`src/rtl/mem_port_arbiter_pkg.sv`:
```
// Shared types for the IF/LS memory port arbiter.
// State codes, owner codes and the default abort budget.
package mem_port_arbiter_pkg;

  typedef enum logic [1:0] {
    ARB_IDLE  = 2'd0,
    ARB_ISSUE = 2'd1,
    ARB_WAIT  = 2'd2
  } arb_state_e;

  typedef enum logic {
    OWNER_IF = 1'b0,
    OWNER_LS = 1'b1
  } owner_e;

  localparam int unsigned ARB_TIMEOUT = 255;
  localparam logic [7:0]  IF_WMASK    = 8'hff;

endpackage

```
`src/rtl/mem_port_arbiter_rr_arb2.sv`:
```
// Two-requester round-robin grant, purely combinational.
// On conflict the requester that did not win last time is granted.
module rr_arb2
  import mem_port_arbiter_pkg::*;
(
  input  logic   if_valid,
  input  logic   ls_valid,
  input  owner_e last_grant,
  output logic   gnt_if,
  output logic   gnt_ls
);

  always_comb begin
    gnt_if = 1'b0;
    gnt_ls = 1'b0;
    unique case (1'b1)
      if_valid && !ls_valid: gnt_if = 1'b1;
      ls_valid && !if_valid: gnt_ls = 1'b1;
      if_valid && ls_valid: begin
        if (last_grant == OWNER_IF) gnt_ls = 1'b1;
        else                        gnt_if = 1'b1;
      end
      default: ;
    endcase
  end

endmodule

```
`src/rtl/mem_port_arbiter.sv`:
```
// Sequences IF and LS onto one memory port, one transaction in flight.
// IDLE grants, ISSUE holds the request, WAIT collects response or aborts.
module mem_port_arbiter
  import mem_port_arbiter_pkg::*;
#(
  parameter int unsigned ADDR_W  = 64,
  parameter int unsigned DATA_W  = 64,
  parameter int unsigned INST_W  = 32,
  parameter int unsigned TIMEOUT = ARB_TIMEOUT
) (
  input  logic              clk,
  input  logic              rst,
  input  logic              if_req_valid,
  output logic              if_req_ready,
  input  logic [ADDR_W-1:0] if_addr,
  output logic              if_resp_valid,
  output logic [INST_W-1:0] if_rdata,
  input  logic              ls_req_valid,
  output logic              ls_req_ready,
  input  logic [ADDR_W-1:0] ls_addr,
  input  logic              ls_wen,
  input  logic [DATA_W-1:0] ls_wdata,
  input  logic [7:0]        ls_wmask,
  output logic              ls_resp_valid,
  output logic [DATA_W-1:0] ls_rdata,
  output logic              mem_req_valid,
  input  logic              mem_req_ready,
  output logic [ADDR_W-1:0] mem_addr,
  output logic              mem_wen,
  output logic [DATA_W-1:0] mem_wdata,
  output logic [7:0]        mem_wmask,
  input  logic              mem_resp_valid,
  input  logic [DATA_W-1:0] mem_rdata,
  output logic              err
);

  localparam logic [7:0] TO_CNT = 8'(TIMEOUT);

  arb_state_e        state_q, state_d;
  owner_e            owner_q, owner_d;
  owner_e            last_q, last_d;
  logic [ADDR_W-1:0] addr_q, addr_d;
  logic              wen_q, wen_d;
  logic [DATA_W-1:0] wdata_q, wdata_d;
  logic [7:0]        wmask_q, wmask_d;
  logic [7:0]        cnt_q, cnt_d;
  logic              if_rv_q, if_rv_d;
  logic [INST_W-1:0] if_rdata_q, if_rdata_d;
  logic              ls_rv_q, ls_rv_d;
  logic [DATA_W-1:0] ls_rdata_q, ls_rdata_d;
  logic              err_q, err_d;
  logic              gnt_if, gnt_ls;
  logic              done;
  logic [DATA_W-1:0] rdata_sel;

  rr_arb2 u_rr (
    .if_valid   (if_req_valid),
    .ls_valid   (ls_req_valid),
    .last_grant (last_q),
    .gnt_if     (gnt_if),
    .gnt_ls     (gnt_ls)
  );

  always_comb begin
    state_d    = state_q;
    owner_d    = owner_q;
    last_d     = last_q;
    addr_d     = addr_q;
    wen_d      = wen_q;
    wdata_d    = wdata_q;
    wmask_d    = wmask_q;
    cnt_d      = cnt_q;
    if_rv_d    = 1'b0;
    if_rdata_d = if_rdata_q;
    ls_rv_d    = 1'b0;
    ls_rdata_d = ls_rdata_q;
    err_d      = 1'b0;
    done       = 1'b0;
    rdata_sel  = mem_rdata;
    unique case (state_q)
      ARB_IDLE: begin
        if (gnt_ls) begin
          owner_d = OWNER_LS;
          last_d  = OWNER_LS;
          addr_d  = ls_addr;
          wen_d   = ls_wen;
          wdata_d = ls_wdata;
          wmask_d = ls_wmask;
          state_d = ARB_ISSUE;
        end else if (gnt_if) begin
          owner_d = OWNER_IF;
          last_d  = OWNER_IF;
          addr_d  = if_addr;
          wen_d   = 1'b0;
          wdata_d = '0;
          wmask_d = IF_WMASK;
          state_d = ARB_ISSUE;
        end
      end
      ARB_ISSUE: begin
        if (mem_req_ready) begin
          state_d = ARB_WAIT;
          cnt_d   = '0;
        end
      end
      ARB_WAIT: begin
        if (mem_resp_valid) begin
          done = 1'b1;
        end else if (cnt_q == TO_CNT) begin
          done      = 1'b1;
          rdata_sel = '0;
          err_d     = 1'b1;
        end else begin
          cnt_d = cnt_q + 8'd1;
        end
      end
      default: state_d = ARB_IDLE;
    endcase
    // Stores report zero data; an abort reports zero to either owner.
    if (done) begin
      state_d = ARB_IDLE;
      if (owner_q == OWNER_IF) begin
        if_rv_d    = 1'b1;
        if_rdata_d = rdata_sel[INST_W-1:0];
      end else begin
        ls_rv_d    = 1'b1;
        ls_rdata_d = wen_q ? '0 : rdata_sel;
      end
    end
  end

  always_ff @(posedge clk) begin
    if (rst) begin
      state_q    <= ARB_IDLE;
      owner_q    <= OWNER_IF;
      last_q     <= OWNER_IF;
      addr_q     <= '0;
      wen_q      <= 1'b0;
      wdata_q    <= '0;
      wmask_q    <= '0;
      cnt_q      <= '0;
      if_rv_q    <= 1'b0;
      if_rdata_q <= '0;
      ls_rv_q    <= 1'b0;
      ls_rdata_q <= '0;
      err_q      <= 1'b0;
    end else begin
      state_q    <= state_d;
      owner_q    <= owner_d;
      last_q     <= last_d;
      addr_q     <= addr_d;
      wen_q      <= wen_d;
      wdata_q    <= wdata_d;
      wmask_q    <= wmask_d;
      cnt_q      <= cnt_d;
      if_rv_q    <= if_rv_d;
      if_rdata_q <= if_rdata_d;
      ls_rv_q    <= ls_rv_d;
      ls_rdata_q <= ls_rdata_d;
      err_q      <= err_d;
    end
  end

  assign if_req_ready  = (state_q == ARB_IDLE) && gnt_if;
  assign ls_req_ready  = (state_q == ARB_IDLE) && gnt_ls;
  assign mem_req_valid = (state_q == ARB_ISSUE);
  assign mem_addr      = addr_q;
  assign mem_wen       = wen_q;
  assign mem_wdata     = wdata_q;
  assign mem_wmask     = wmask_q;
  assign if_resp_valid = if_rv_q;
  assign if_rdata      = if_rdata_q;
  assign ls_resp_valid = ls_rv_q;
  assign ls_rdata      = ls_rdata_q;
  assign err           = err_q;

endmodule

```
`config.mk`:
```
export PLATFORM = sky130hd
export DESIGN_NAME = mem_port_arbiter
export DESIGN_NICKNAME = d
export VERILOG_FILES = /design/src/rtl/mem_port_arbiter_pkg.sv /design/src/rtl/mem_port_arbiter_rr_arb2.sv /design/src/rtl/mem_port_arbiter.sv
export SDC_FILE = /design/constraint.sdc
export NUM_CORES = 1
export LEC_CHECK = 0
export BUFFER_PORTS_ARGS = -buffer_cell sky130_fd_sc_hd__buf_2
export CELL_PAD_IN_SITES_DETAIL_PLACEMENT = 0
export CELL_PAD_IN_SITES_GLOBAL_PLACEMENT = 1
export CORE_AREA = 2 2 196 198
export CTS_BUF_LIST = sky130_fd_sc_hd__clkbuf_8 sky130_fd_sc_hd__clkbuf_16
export CTS_CLUSTER_DIAMETER = 200
export DETAILED_ROUTE_END_ITERATION = 7
export DIE_AREA = 0 0 198 200
export PLACE_DENSITY_LB_ADDON = 0.1
export SYNTH_ARGS = -nofsm -noshare
export SYNTH_HDL_FRONTEND = slang
export SYNTH_SLANG_ARGS = --single-unit
```
`constraint.sdc`:
```
create_clock -name clk -period 2.65 [get_ports clk]
set_input_delay 0.53 -clock clk [delete_from_list [all_inputs] [get_ports clk]]
set_output_delay 0.53 -clock clk [all_outputs]
set_load 0.005 [all_outputs]
```
Word level (Yosys, flattened, before mapping)

Cells that the tools add are included.

Flip-flop bits (word level): 247
Input port bits: 271
Output and inout port bits: 239
Word-level logic and storage cells: 69

Add/subtract/negate cells: 1
Equality and inequality tests: 7
Multiplexer cells: 28
Bitwise gates (word level): 3
Reductions and logical operators: 18

Operators with widths:

| kind                                                                     | count |
|---|---|
| 64-bit two-way mux                                                       | 8 |
| 8-bit two-way mux                                                        | 5 |
| 8-bit case mux with 2 select lines                                       | 1 |
| 8-bit by 1-bit adder with 8-bit output (second input constant)           | 1 |
| 8-bit equality test (second input constant)                              | 1 |
| 1-bit two-way mux                                                        | 8 |
| 2-bit two-way mux                                                        | 3 |
| 2-bit case mux with 3 select lines                                       | 1 |
| 2-bit AND reduction                                                      | 3 |
| 1-bit logical AND                                                        | 5 |
| 2-bit inequality test (second input constant)                            | 2 |
| 1-bit case mux with 2 select lines                                       | 2 |
| 4-bit AND reduction                                                      | 1 |
| 2-bit nonzero test                                                       | 2 |
| 2-bit OR reduction                                                       | 2 |
| 3-bit inequality test (second input constant)                            | 1 |
| 1-bit inverter                                                           | 3 |
| 3-bit AND reduction                                                      | 1 |
| 3-bit OR reduction                                                       | 1 |
| 2-bit by 1-bit equality test with 1-bit output (second input constant)   | 1 |
| 2-bit equality test (second input constant)                              | 1 |
| 1-bit zero test                                                          | 2 |
| 2-bit zero test                                                          | 1 |
| 2-bit by 1-bit inequality test with 1-bit output (second input constant) | 1 |

Longest topological paths before layout

Depth after elaboration: 6
Mapped depth: 8
Gate-level depth less buffers: 5

Hierarchy

From an unflattened synthesis, not the netlist that was laid out.

Cell total of the unflattened synthesis: 1058
Area total of the unflattened synthesis: 10339.9 µm²

By module, submodules not included:

| module           | instances | cells an instance | area each (µm²) | seq. area each (µm²) |
|---|---|---|---|---|
| mem_port_arbiter | 1         | 1055              | 10321.1         | 4944.7 |
| rr_arb2          | 1         | 3                 | 18.8            | 0.0 |

Worst setup path before layout

OpenSTA, ideal clock, no wires.

Kind: input-to-output
From: in ls_req_valid
To: out ls_req_ready
Arrival time: 1.143 ns
Required time: 2.120 ns
Setup slack: 0.977 ns
Stages on the path: 4
Path buffers: 1
Cell sequence: a21boi_1 > nand2_1 > inv_2 > buf_2

Cells in the longest elaborated chain, start to end: 3
Elaborated cells between the ends (all ways): 4
Those cells by class: 1 x mux; 3 x reduce/logical

RTL lines:

| what                                 | line                                                           | RTL |
|---|---|---|
| from (decl)                          | mem_port_arbiter.sv:18                                         | `input logic ls_req_valid,` |
| 1-bit logical AND (on tied branches) | mem_port_arbiter_rr_arb2.sv:19, mem_port_arbiter_rr_arb2.sv:18 |  |
| 1-bit case mux with 2 select lines * | mem_port_arbiter_rr_arb2.sv:16                                 | `unique case (1'b1)` |
| 1-bit logical AND *                  | mem_port_arbiter.sv:165                                        | `assign ls_req_ready = (state_q == ARB_IDLE) && gnt_ls;` |
| to (decl)                            | mem_port_arbiter.sv:19                                         | `output logic ls_req_ready,` |

Mark *: on every way between the ends. The rest lies on a longest branch, timed or not.

Final worst setup path

From: reg last_q
To: out ls_req_ready

Cells in the longest elaborated chain, start to end: 3

RTL lines:

| what                               | line                           | RTL |
|---|---|---|
| from (decl)                        | mem_port_arbiter.sv:41         | `owner_e last_q, last_d;` |
| from (signal assigned)             | mem_port_arbiter.sv:150        | `last_q <= last_d;` |
| 1-bit two-way mux                  | -                              |  |
| 1-bit case mux with 2 select lines | mem_port_arbiter_rr_arb2.sv:16 |  |
| 1-bit logical AND                  | mem_port_arbiter.sv:165        |  |

No other way between the ends.

==> flow_summary_export.csv <==
group,metric,value,unit
synthesis,synth_area_per_cell,10.6,µm²
floorplan,core-area,37400,µm²
cts,cts_hold_buf,0,
finish,nets,1588,
cts,h-tree-depth,1,
synthesis,synth_nets,1103,
setup_path,critical_path_class,"flop to output pin",
timing,finClkSkew,8.92,ps
setup_path,r2r_slack,500,ps
synthesis,synth-seq-cells,247,
setup_path,r2r_cells,6,
floorplan,die_h,200,µm
timing,final-max-slew-violation-count,0,
grt,grt_pass1_wl,46.9,mm
finish,drive_gt1_share,43.5,%
timing,fin_crit,2290,ps
worst_hold_path,min_path_type,"primary input to flop",
detailed_routing,ant_nets,0,
detailed_routing,wl_per_cell,17.7,µm
cts,cts_buffers,29,
cts,cts_num_sinks,247,
timing,relSlewSlack,35.0,%
floorplan,die_w,198,µm
floorplan,die_area,39600,µm²
worst_hold_path,min_from,"mem_rdata[54]",
worst_hold_path,holdPathEnd,"ls_rdata[54]$_SDFFE_PP0P_",
synthesis,synthesis.yosys.warnings,0,
setup_path,worstPathRequired,2120,ps
detailed_routing,drt-initial-drc-count,277,
synthesis,synth.area.top_cells,"dfxtp_1 56%, a22o_1 9.4%, mux2i_1 7.3%",
setup_path,arrival,1760,ps
synthesis,synth_area_leader_cell,"dfxtp_1",
grt,grt_usage,15.4,%
setup_path,cp-end-kind,"output pin",
synthesis,ys_types,43,
floorplan,ios,510,
grt,grt_pass1_vias,7791,
grt,grt_antenna_before_repair,6,
setup_path,cp-start-kind,"flop",
cts,clk_pin_slew,60,ps
floorplan,start_util,23.6,%
timing,max_freq,0.436,GHz
grt,grt.met3_usage,5.70,%
setup_path,timing.rr.start,"cnt_q[0]$_SDFFE_PP0P_",
pwr,leakage,0.00624,µW
setup_path,path_max_fanout,12,
cts,cts_max_path_buffers,3,
cts,clock_latency,560,ps
finish,syn2layout_area_growth,45.5,%
cts,cts_setup_buffers,0,
timing,tightestPinTransition,975,ps
timing,tns,0,ps
grt,grt.busiest_layer,"met2",
detailed_routing,drc_errors,0,
timing,rsz0062_at_grt,"no",
synthesis,synth_area,8830,µm²
setup_path,r2r_end,"ls_rdata[58]$_SDFFE_PP0P_",
detailed_routing,drt_first_pass_iters,4,
grt,grt_start_max_net_pins,108,
timing,final-hold-violation-count,0,
outcome,status,"finished clean",
finish,layout_commonest_cell,"buf_2",
synthesis,synthCells,831,
cts,clockRootBuffer,"clkbuf_16",
synthesis,yosysTopAreaCellShare,56.0,%
grt,met1_usage,17.3,%
timing,setup_slack,358,ps
worst_hold_path,hold_depth,2,
detailed_routing,vias,8105,
cts,cts_tree,"done",
timing,post-route-period-util,86.5,%
floorplan,num_rows,71,
grt,met2_usage,27.2,%
detailed_routing,wl,32.8,mm
synthesis,ys_seq_area_share,56.0,%
job,max_cap_viol_count,0,
placement,dp_slack,383,ps
pwr,p_per_area,723,nW/µm²
timing,finalSetupViolCount,0,
finish,final_cell_mix,"508 x buf_2, 247 x dfxtp_1, 151 x nor2_1, 95 x a22o_1, 66 x a22oi_1",
detailed_routing,viasPerCell,4.37,
pwr,power,9290,µW
grt,grt_overflow,0,
pwr,vdd_drop_max,0.000430,V
placement,io_buffer_count,509,
placement,gp_congestion,0.729,
placement,place_hpwl,23.8,mm
critical path, stage by stage, from the launching register on:
cell,delay (ps)
dfxtp_1,290
buf_4,180
a21boi_4,210
nand2_1,110
inv_2,240
buf_2,170
how the worst max path moves through the flow:
stage / startpoint / end / slack [ps] / depth (start not counted)
global placement: mem_resp_valid / if_rdata[8]$_SDFFE_PP0P_ / 450 / 5
detailed placement: mem_resp_valid / if_rdata[10]$_SDFFE_PP0P_ / 380 / 5
floorplan: ls_req_valid / ls_req_ready / 980 / 4
finish: last_q$_SDFFE_PP0P_ / ls_req_ready / 360 / 5
global route: state_q[1]$_SDFFE_PP0P_ / ls_req_ready / 170 / 4
CTS: state_q[0]$_SDFFE_PP0P_ / ls_req_ready / 90 / 4
where the power goes:
group          total, µW  internal, µW  switching [µW]
registers           4040          3930             107
clock network       4010          2380            1620
logic               1240           565             680
total               9290          6880            2410
metrics by stage:
stage / instances / hold WS, ps / util (%) / area [µm²]
after floorplan: 831 / 452 / - / 8830
after global placement: 1796 / 450 / 31.7 / 11900
after detailed placement: 1796 / 450 / 31.7 / 11900
after CTS: 1849 / 139 / 34.3 / 12800
after global routing: 1853 / 149 / 34.3 / 12800
final: 1853 / 182 / 34.3 / 12800
cell type report:
cell class / count / area [µm²]
fill: 3928 / 24600
sequential: 247 / 4940
multi-input combinational: 508 / 3520
timing repair buffer: 526 / 2750
clock buffer: 33 / 781
tap: 511 / 639
clock inverter: 20 / 171
inverter: 4 / 15.0
antenna: 4 / 10.0
kinds of logic (layout without fill, tap and decap cells):
group / count (synthesis) / in the layout / share of synthesized area (%)
AOI/OAI and AO/OA: 249 / 249 / 22.2
xor gates and xnor gates: 3 / 3 / 0.298
adders and majority gates: 1 / 1 / 0.142
buffers and inverters: 76 / 583 / 4.75
DFF: 247 / 247 / 56.0
muxes: 64 / 64 / 7.26
other: 0 / 4 / 0
and+or+nand+nor: 191 / 191 / 9.30
state kept, by name, indices dropped and copies added (netlist names):
name           cells
if_resp_valid      1
err                1
mem_wdata         64
ls_resp_valid      1
mem_wen            1
mem_wmask          8
if_rdata          32
cnt_q              8
last_q             1
mem_addr          64
ls_rdata          64
state_q            2
layer usage:
layer	part of all wire, %	wire length, µm
met1	39	12900
met2	49	16100
met3	9.1	2970
met4	2.5	820
met5	0.082	27
synth_stat cells (all sizes together):
cell / n
o211ai: 2
ha: 1
and2: 1
dfxtp: 247
a22oi: 66
nor2b: 3
o31ai: 2
o2111ai: 2
or4: 1
nand4: 1
nor2: 152
nor3: 12
buf: 50
and4b: 1
a22o: 95
o21ai: 6
nand3: 5
xor2: 2
clkbuf: 22
nand2b: 4
mux2i: 64
nand3b: 1
a21boi: 1
nand2: 6
a21oi: 7
xnor2: 1
a31oi: 2
a211oi: 64
inv: 4
or3: 2
nor4bb: 1
o21a: 2
nor4: 1
repair_timing:
action | 4_1_cts | 5_1_grt
endpoints found under the setup margin | 0 | 1
resized for setup | 0 | 1
endpoints found under the hold margin | 0 | 0
No activity file was read; power rests on OpenSTA's default activity.
